File: config.mk
export PLATFORM = sky130hd
export DESIGN_NAME = field_feedback_responder
export DESIGN_NICKNAME = d
export VERILOG_FILES = /design/src/rtl/field_feedback_responder.sv
export SDC_FILE = /design/constraint.sdc
export NUM_CORES = 1
export LEC_CHECK = 0
export CORE_MARGIN = 4
export CORE_UTILIZATION = 64
export DETAILED_ROUTE_END_ITERATION = 8
export MAX_ROUTING_LAYER = met4
export PLACE_DENSITY_LB_ADDON = 0.1
export SETUP_SLACK_MARGIN = 0.2
export SYNTH_ARGS = -nofsm -noshare
export SYNTH_HDL_FRONTEND = slang
export SYNTH_SLANG_ARGS = --single-unit
File: constraint.sdc
create_clock -name Ck -period 3.1 [get_ports Ck]
set_clock_uncertainty 0.2 [all_clocks]
set_input_delay 0.31 -clock Ck [delete_from_list [all_inputs] [get_ports Ck]]
set_output_delay 0.31 -clock Ck [all_outputs]
set_load 0.005 [all_outputs]
File: src/rtl/field_feedback_responder.sv
// Field-side responder: synchronises and debounces four sensor inputs into Ok levels,
// and raises a sticky per-channel fault when a command stays unconfirmed too long.
module field_feedback_responder #(
    parameter int DEB_W   = 4,
    parameter int DEB_CNT = 10,
    parameter int TO_W    = 8,
    parameter int TO_CNT  = 200
) (
    input  logic       Ck,
    input  logic       Clr,
    input  logic [3:0] Cmd,
    input  logic [3:0] Raw,
    input  logic       Fault_clr,
    output logic [3:0] Ok,
    output logic [3:0] Fault,
    output logic       Any_fault,
    output logic       Busy
);

    typedef enum logic [1:0] {
        ST_IDLE  = 2'd0,
        ST_WATCH = 2'd1,
        ST_FAULT = 2'd2
    } state_t;

    localparam logic [DEB_W-1:0] DEB_LAST = DEB_W'(DEB_CNT - 1);
    localparam logic [TO_W-1:0]  TO_LAST  = TO_W'(TO_CNT - 1);

    logic [3:0] r_s1;
    logic [3:0] r_s2;
    logic [3:0] w_watch;

    // Raw is asynchronous to Ck; only r_s2 is used past this point.
    always_ff @(posedge Ck or negedge Clr) begin
        if (!Clr) begin
            r_s1 <= 4'b0;
            r_s2 <= 4'b0;
        end else begin
            r_s1 <= Raw;
            r_s2 <= r_s1;
        end
    end

    for (genvar k = 0; k < 4; k++) begin : g_ch
        logic [DEB_W-1:0] r_dcnt;
        logic             r_ok;
        logic [TO_W-1:0]  r_tcnt;
        logic             r_fault;
        state_t           r_state;

        always_ff @(posedge Ck or negedge Clr) begin
            if (!Clr) begin
                r_dcnt <= '0;
                r_ok   <= 1'b0;
            end else if (r_s2[k] == r_ok) begin
                r_dcnt <= '0;
            end else if (r_dcnt == DEB_LAST) begin
                r_ok   <= r_s2[k];
                r_dcnt <= '0;
            end else begin
                r_dcnt <= r_dcnt + 1'b1;
            end
        end

        // Confirmation or command drop is tested before the terminal count,
        // so either one arriving on the last cycle suppresses the fault.
        always_ff @(posedge Ck or negedge Clr) begin
            if (!Clr) begin
                r_state <= ST_IDLE;
                r_tcnt  <= '0;
                r_fault <= 1'b0;
            end else begin
                case (r_state)
                    ST_FAULT: begin
                        if (Fault_clr) begin
                            r_state <= ST_IDLE;
                            r_tcnt  <= '0;
                            r_fault <= 1'b0;
                        end
                    end
                    ST_IDLE: begin
                        if (Cmd[k] && !r_ok) begin
                            r_state <= ST_WATCH;
                            r_tcnt  <= '0;
                        end
                    end
                    ST_WATCH: begin
                        if (r_ok || !Cmd[k]) begin
                            r_state <= ST_IDLE;
                        end else if (r_tcnt == TO_LAST) begin
                            r_state <= ST_FAULT;
                            r_fault <= 1'b1;
                        end else begin
                            r_tcnt <= r_tcnt + 1'b1;
                        end
                    end
                    default: begin
                        r_state <= ST_IDLE;
                        r_tcnt  <= '0;
                        r_fault <= 1'b0;
                    end
                endcase
            end
        end

        assign Ok[k]      = r_ok;
        assign Fault[k]   = r_fault;
        assign w_watch[k] = (r_state == ST_WATCH);
    end

    assign Any_fault = |Fault;
    assign Busy      = |w_watch;

endmodule

---- Word-level counts from Yosys, hierarchy flattened ----
Cells that the tools add are included.
word-level totals
  flip-flop bits (word level) ............. 72
  bits of input ports ..................... 11
  output and inout bits ................... 10
  logic and storage cells ................. 175
operators by class
  add/subtract/negate cells ............... 8
  equality and inequality tests ........... 44
  mux-type cells .......................... 55
  bitwise operators ....................... 8
  reduce and logical (&&, ||, !) cells .... 38
operators with widths
  kind                                                    count
  two-way mux 8 bit                                       13
  case mux 8 bit (3 select lines)                         4
  adder 8 x 1 -> 8 bit (second input constant)            4
  equality test 8 bit (second input constant)             4
  two-way mux 4 bit                                       8
  inequality test 2 bit (second input constant)           16
  AND reduction 4 bit                                     8
  two-way mux 2 bit                                       13
  case mux 2 bit (3 select lines)                         4
  adder 4 x 1 -> 4 bit (second input constant)            4
  equality test 4 bit (second input constant)             4
  inequality test 3 x 1 -> 1 bit (second input constant)  4
  case mux 1 bit (3 select lines)                         4
  AND reduction 3 bit                                     4
  two-way mux 1 bit                                       9
  equality test 2 x 1 -> 1 bit (second input constant)    4
  equality test 2 bit (second input constant)             4
  zero test 1 bit                                         8
  zero test 2 bit                                         4
  inequality test 2 x 1 -> 1 bit (second input constant)  4
  NOT 1 bit                                               8
  AND reduction 2 bit                                     4
  OR reduction 4 bit                                      2
  equality test 1 bit                                     4
  other kinds (2)                                         8

---- Longest topological paths before layout ----
  depth in word-level cells ............... 4
  mapped depth ............................ 6
  gate-level depth less buffers ........... 5

---- Worst setup path after synthesis ----
Ideal clock, no wire load.
  path kind ............................... flip-flop to flip-flop
  start ................................... reg g_ch[0].r_tcnt[0]
  end ..................................... reg g_ch[0].r_tcnt[4]
  library setup time ...................... 0.126 ns
  arrival ................................. 1.580 ns
  setup slack ............................. 1.194 ns
  stages on the path, launching flop included .. 6
  buffers on the path ..................... 0
  clock period less this slack ............ 1.906 ns
  cell sequence ........................... dfrtp_1 -> ha_1 -> and4b_4 -> a311oi_4 -> o21ai_2 -> a221o_1
on the way
  word-level cells in the longest chain between the ends .. 4
RTL lines
  element                          line  RTL
  start, declared                  47    logic [TO_W-1:0] r_tcnt;
  start signal, assigned           94    r_tcnt <= r_tcnt + 1'b1;
  adder 8 x 1 -> 8 bit             94
  two-way mux 8 bit                90    end else if (r_tcnt == TO_LAST) begin
  two-way mux 8 bit                88    if (r_ok || !Cmd[k]) begin
  case mux 8 bit (3 select lines)  73    case (r_state)
Parallel ways exist; a longest one is shown, timed or not. The select of a mux whose other input is x is not followed.
A chain may end at the register's enable or synchronous reset.

---- Worst setup path after layout ----
  start ................................... reg g_ch[3].r_state[1]
  end ..................................... out Busy
on the way
  word-level cells in the longest chain between the ends .. 2
RTL lines
  element                       line  RTL
  start, declared               49    state_t r_state;
  start signal, assigned        69    r_state <= ST_IDLE;
  start signal, assigned        76    r_state <= ST_IDLE;
  start signal, assigned        83    r_state <= ST_WATCH;
  equality test 2 x 1 -> 1 bit  108   assign w_watch[k] = (r_state == ST_WATCH);
  OR reduction 4 bit            112   assign Busy = |w_watch;
  end, declared                 17    output logic Busy
Every way passes these cells.

==> flow_metrics.env <==
export IMPL_status="finished, violations left"
export IMPL_violations="negative hold slack"
export IMPL_switching_share_pct=28.1
export IMPL_cts_tree="done"
export IMPL_power_density_nw_per_um2=514
export IMPL_slowest_stage="clkdlybuf4s50_1"
export IMPL_grt_overflow=0
export IMPL_pin_count=21
export IMPL_postLayoutCellArea_sq_um=3990
export IMPL_drt_first_iter_violations=189
export IMPL_fin_tns_setup_ns=0
export IMPL_syn_num_nets=364
export IMPL_finalSetupViolations=0
export IMPL_max_slew_margin_pct=42.4
export IMPL_netlist_instances=343
export IMPL_placement_setup_worst_slack_ns=0.816
export IMPL_cts_buffers=9
export IMPL_yosysTopAreaCell="dfrtp_1"
export IMPL_via_per_inst=5.95
export IMPL_max_freq_ghz=0.415
export IMPL_arrival_ns=1.90
export IMPL_synth_area_sq_um=3600
export IMPL_crit_chain="nor2b_1 > a21oi_1 > nand3_1 > clkdlybuf4s50_1"
export IMPL_vias=2623
export IMPL_cts_htree_levels=3
export IMPL_rsz0062_at_grt="no"
export IMPL_grt_pass1_wl_um=11800
export IMPL_cp_start_kind="flop"
export IMPL_antenna_found_initial=0
export IMPL_reg2regPathDepth=5
export IMPL_rrSetupSlack_ns=1.03
export IMPL_worst_slew_pin_slew_ns=0.865
export IMPL_fin_cells=441
export IMPL_cellLeakagePower_nw=1.87
export IMPL_area_delta_synth_final_pct=10.8
export IMPL_power_mw=2.05
export IMPL_dieHeight_um=83.0
export IMPL_cts_num_sinks=72
export IMPL_post_synth_top_area_fraction_pct=50.1
export IMPL_dieArea_sq_um=6890
export IMPL_place_inst=425
export IMPL_vdd_ir_drop_max_mv=0.349
export IMPL_fp_dieW_um=83.0
export IMPL_ys_ff_latch=72
export IMPL_slew_viol_final=0
export IMPL_crit_family="simple AND/OR/NAND/NOR gates"
export IMPL_synthTopCellsByArea="dfrtp_1 (50%), ha_1 (3.5%), nor2_1 (3.2%)"
export IMPL_cts_buffer_depth=2
export IMPL_cts_setup_buffers=0
export IMPL_synth_edff_count=0
export IMPL_grt_max_degree=73
export IMPL_first_pass_iters=4
export IMPL_drive_gt1_share_pct=9.76
export IMPL_async_flop_share_pct=100
export IMPL_pwr_share_comb_pct=14.9
export IMPL_drc=0
export IMPL_numPortBuffers=20
export IMPL_sequentialPowerShare_pct=54.0
export IMPL_crit_type="reg -> out"
export IMPL_ys_flop_type="dfrtp_1"
export IMPL_finalCritPeriodShare_pct=77.8
export IMPL_power_frac_clock_pct=31.2
export IMPL_layout_nets=385
export IMPL_first_global_vias=2507
export IMPL_cts_resized=0
export IMPL_period_minus_slack_ns=2.41
export IMPL_routed_wl_um=6520
export IMPL_maxCapViolations=0
export IMPL_grt_usage_pct=21.4
export IMPL_ys_seq_area_share_pct=50.1
export IMPL_r2r_end="g_ch[1].r_tcnt[2]"
export IMPL_path_max_fanout=7
export IMPL_critPathBufInv=1
export IMPL_yosys_top_cells_count="dfrtp_1 (72), nor2_1 (31), nand2_1 (22)"
export IMPL_critPathMaxStageDelay_ns=0.51
export IMPL_wl_per_cell_um=14.8
export IMPL_syn_area_per_cell_sq_um=10.5
export IMPL_hp_class="in -> async"
export IMPL_num_antenna_cells=0
export IMPL_clkTransAtPathRegs_ns=0.07
export IMPL_yosysMostFrequentCell="dfrtp_1"
export IMPL_crit_reg2reg_launch="g_ch[1].r_tcnt[0]"
export IMPL_cp_end_kind="output port"
export IMPL_fp_coreArea_sq_um=5470
export IMPL_critPathLaunch="g_ch[3].r_state[1]"
export IMPL_row_count=27
export IMPL_switchingPower_mw=0.577
export IMPL_initial_core_util_pct=65.8
export IMPL_p_int_mw=1.47
export IMPL_postPlaceCellArea_sq_um=3820
export IMPL_hold_buffers=0
export IMPL_yosysWarnings=0
export IMPL_insertion_delay_ns=0.34
export IMPL_hold_slack_ns=-0.0376
export IMPL_globalplace_congestion=0.855
export IMPL_cp_required_ns=2.59
export IMPL_synth_cell_type_count=56
export IMPL_hpwl_um=4370
export IMPL_hold_viol_final=61
export IMPL_fin_ws_ns=0.689
export IMPL_root_buffer="clkbuf_8"
export IMPL_drtAntennaViolNets=0
[metrics by stage]
stage	hold WS, ns	utilization [%]
after floorplan	-0.186	-
after global placement	0.132	69.8
final	-0.0376	72.9
after global routing	0.0537	72.9
after detailed placement	0.141	69.8
after CTS	0.00375	72.9
[cell type report]
class / instances / area [sq um]
Clock buffer: 13 / 149
Clock inverter: 3 / 17.5
Fill cell: 417 / 1480
Inverter: 12 / 45.0
Multi-Input combinational cell: 247 / 1680
Sequential cell: 72 / 1800
Tap cell: 72 / 90.1
Timing Repair Buffer: 22 / 210
[cells in the final DEF (no fill, tap or decap), types with 2 or more instances in the layout]
master and instances:
clkbuf_1 3, nand3b_1 4, dfrtp_1 72, or3_4 2, buf_4 2, nand3_1 19
and3_1 11, a31oi_1 3, nand4_1 4, nand2b_1 9, a22o_1 7, nand2_1 22
a21o_1 6, a211o_1 5, o21ai_0 16, clkinv_2 2, o21ai_2 2, o211ai_1 2
nor2b_1 7, ha_1 10, clkdlybuf4s50_1 19, a21oi_1 11, a221o_1 8, o221ai_1 2
clkbuf_8 10, and2_1 4, nor3b_1 6, xor2_1 7, a41oi_1 2, inv_1 12
nor2_1 31, mux2_2 6, xnor2_1 5, o22ai_1 2, or4_1 2, nand4bb_1 2
or3b_2 2, nor3_1 8
[worst max-delay path by stage]
stage | slack [ns] | end | cells after the start
after floorplan | 1.19 | g_ch[0].r_tcnt[4] | 5
after global placement | 0.86 | g_ch[2].r_tcnt[7] | 4
after detailed placement | 0.82 | g_ch[2].r_tcnt[7] | 4
after CTS | 0.65 | Busy | 4
after global routing | 0.54 | Busy | 4
final | 0.69 | Busy | 4
[power by group through the flow]
stage / sequential [mW] / combinational [mW] / clock [mW]
detailed placement: 1.12 / 0.307 / 0
global route: 1.12 / 0.346 / 0.716
floorplan: 1.10 / 0.224 / 0
global placement: 1.12 / 0.293 / 0
CTS: 1.10 / 0.309 / 0.659
finish: 1.11 / 0.304 / 0.639
[metal layers]
metal | global-route usage, % | routed length (um)
met1 | 28.7 | 3090
met2 | 31.6 | 2990
met5 | - | 0
met3 | 6.45 | 332
met4 | 6.24 | 110
[state kept, by name (all words and copies together), names as in the netlist]
register,count
g_ch.r_dcnt,16
g_ch.r_fault,4
g_ch.r_ok,4
g_ch.r_state,8
g_ch.r_tcnt,32
r_s1,4
r_s2,4
[cell families (layout without fill, tap and decap cells)]
| family | Yosys count | after routing | share of synthesized area, % |
|---|---|---|---|
| DFF | 72 | 72 | 50.1 |
| AOI/OAI and AO/OA | 74 | 74 | 15.5 |
| adders and majority gates | 10 | 10 | 3.48 |
| xor gates and xnor gates | 12 | 12 | 2.92 |
| muxes | 7 | 7 | 2.15 |
| and+or+nand+nor | 144 | 144 | 22.5 |
| buffers and inverters | 24 | 50 | 3.41 |
(Power assumes the default switching activity.)
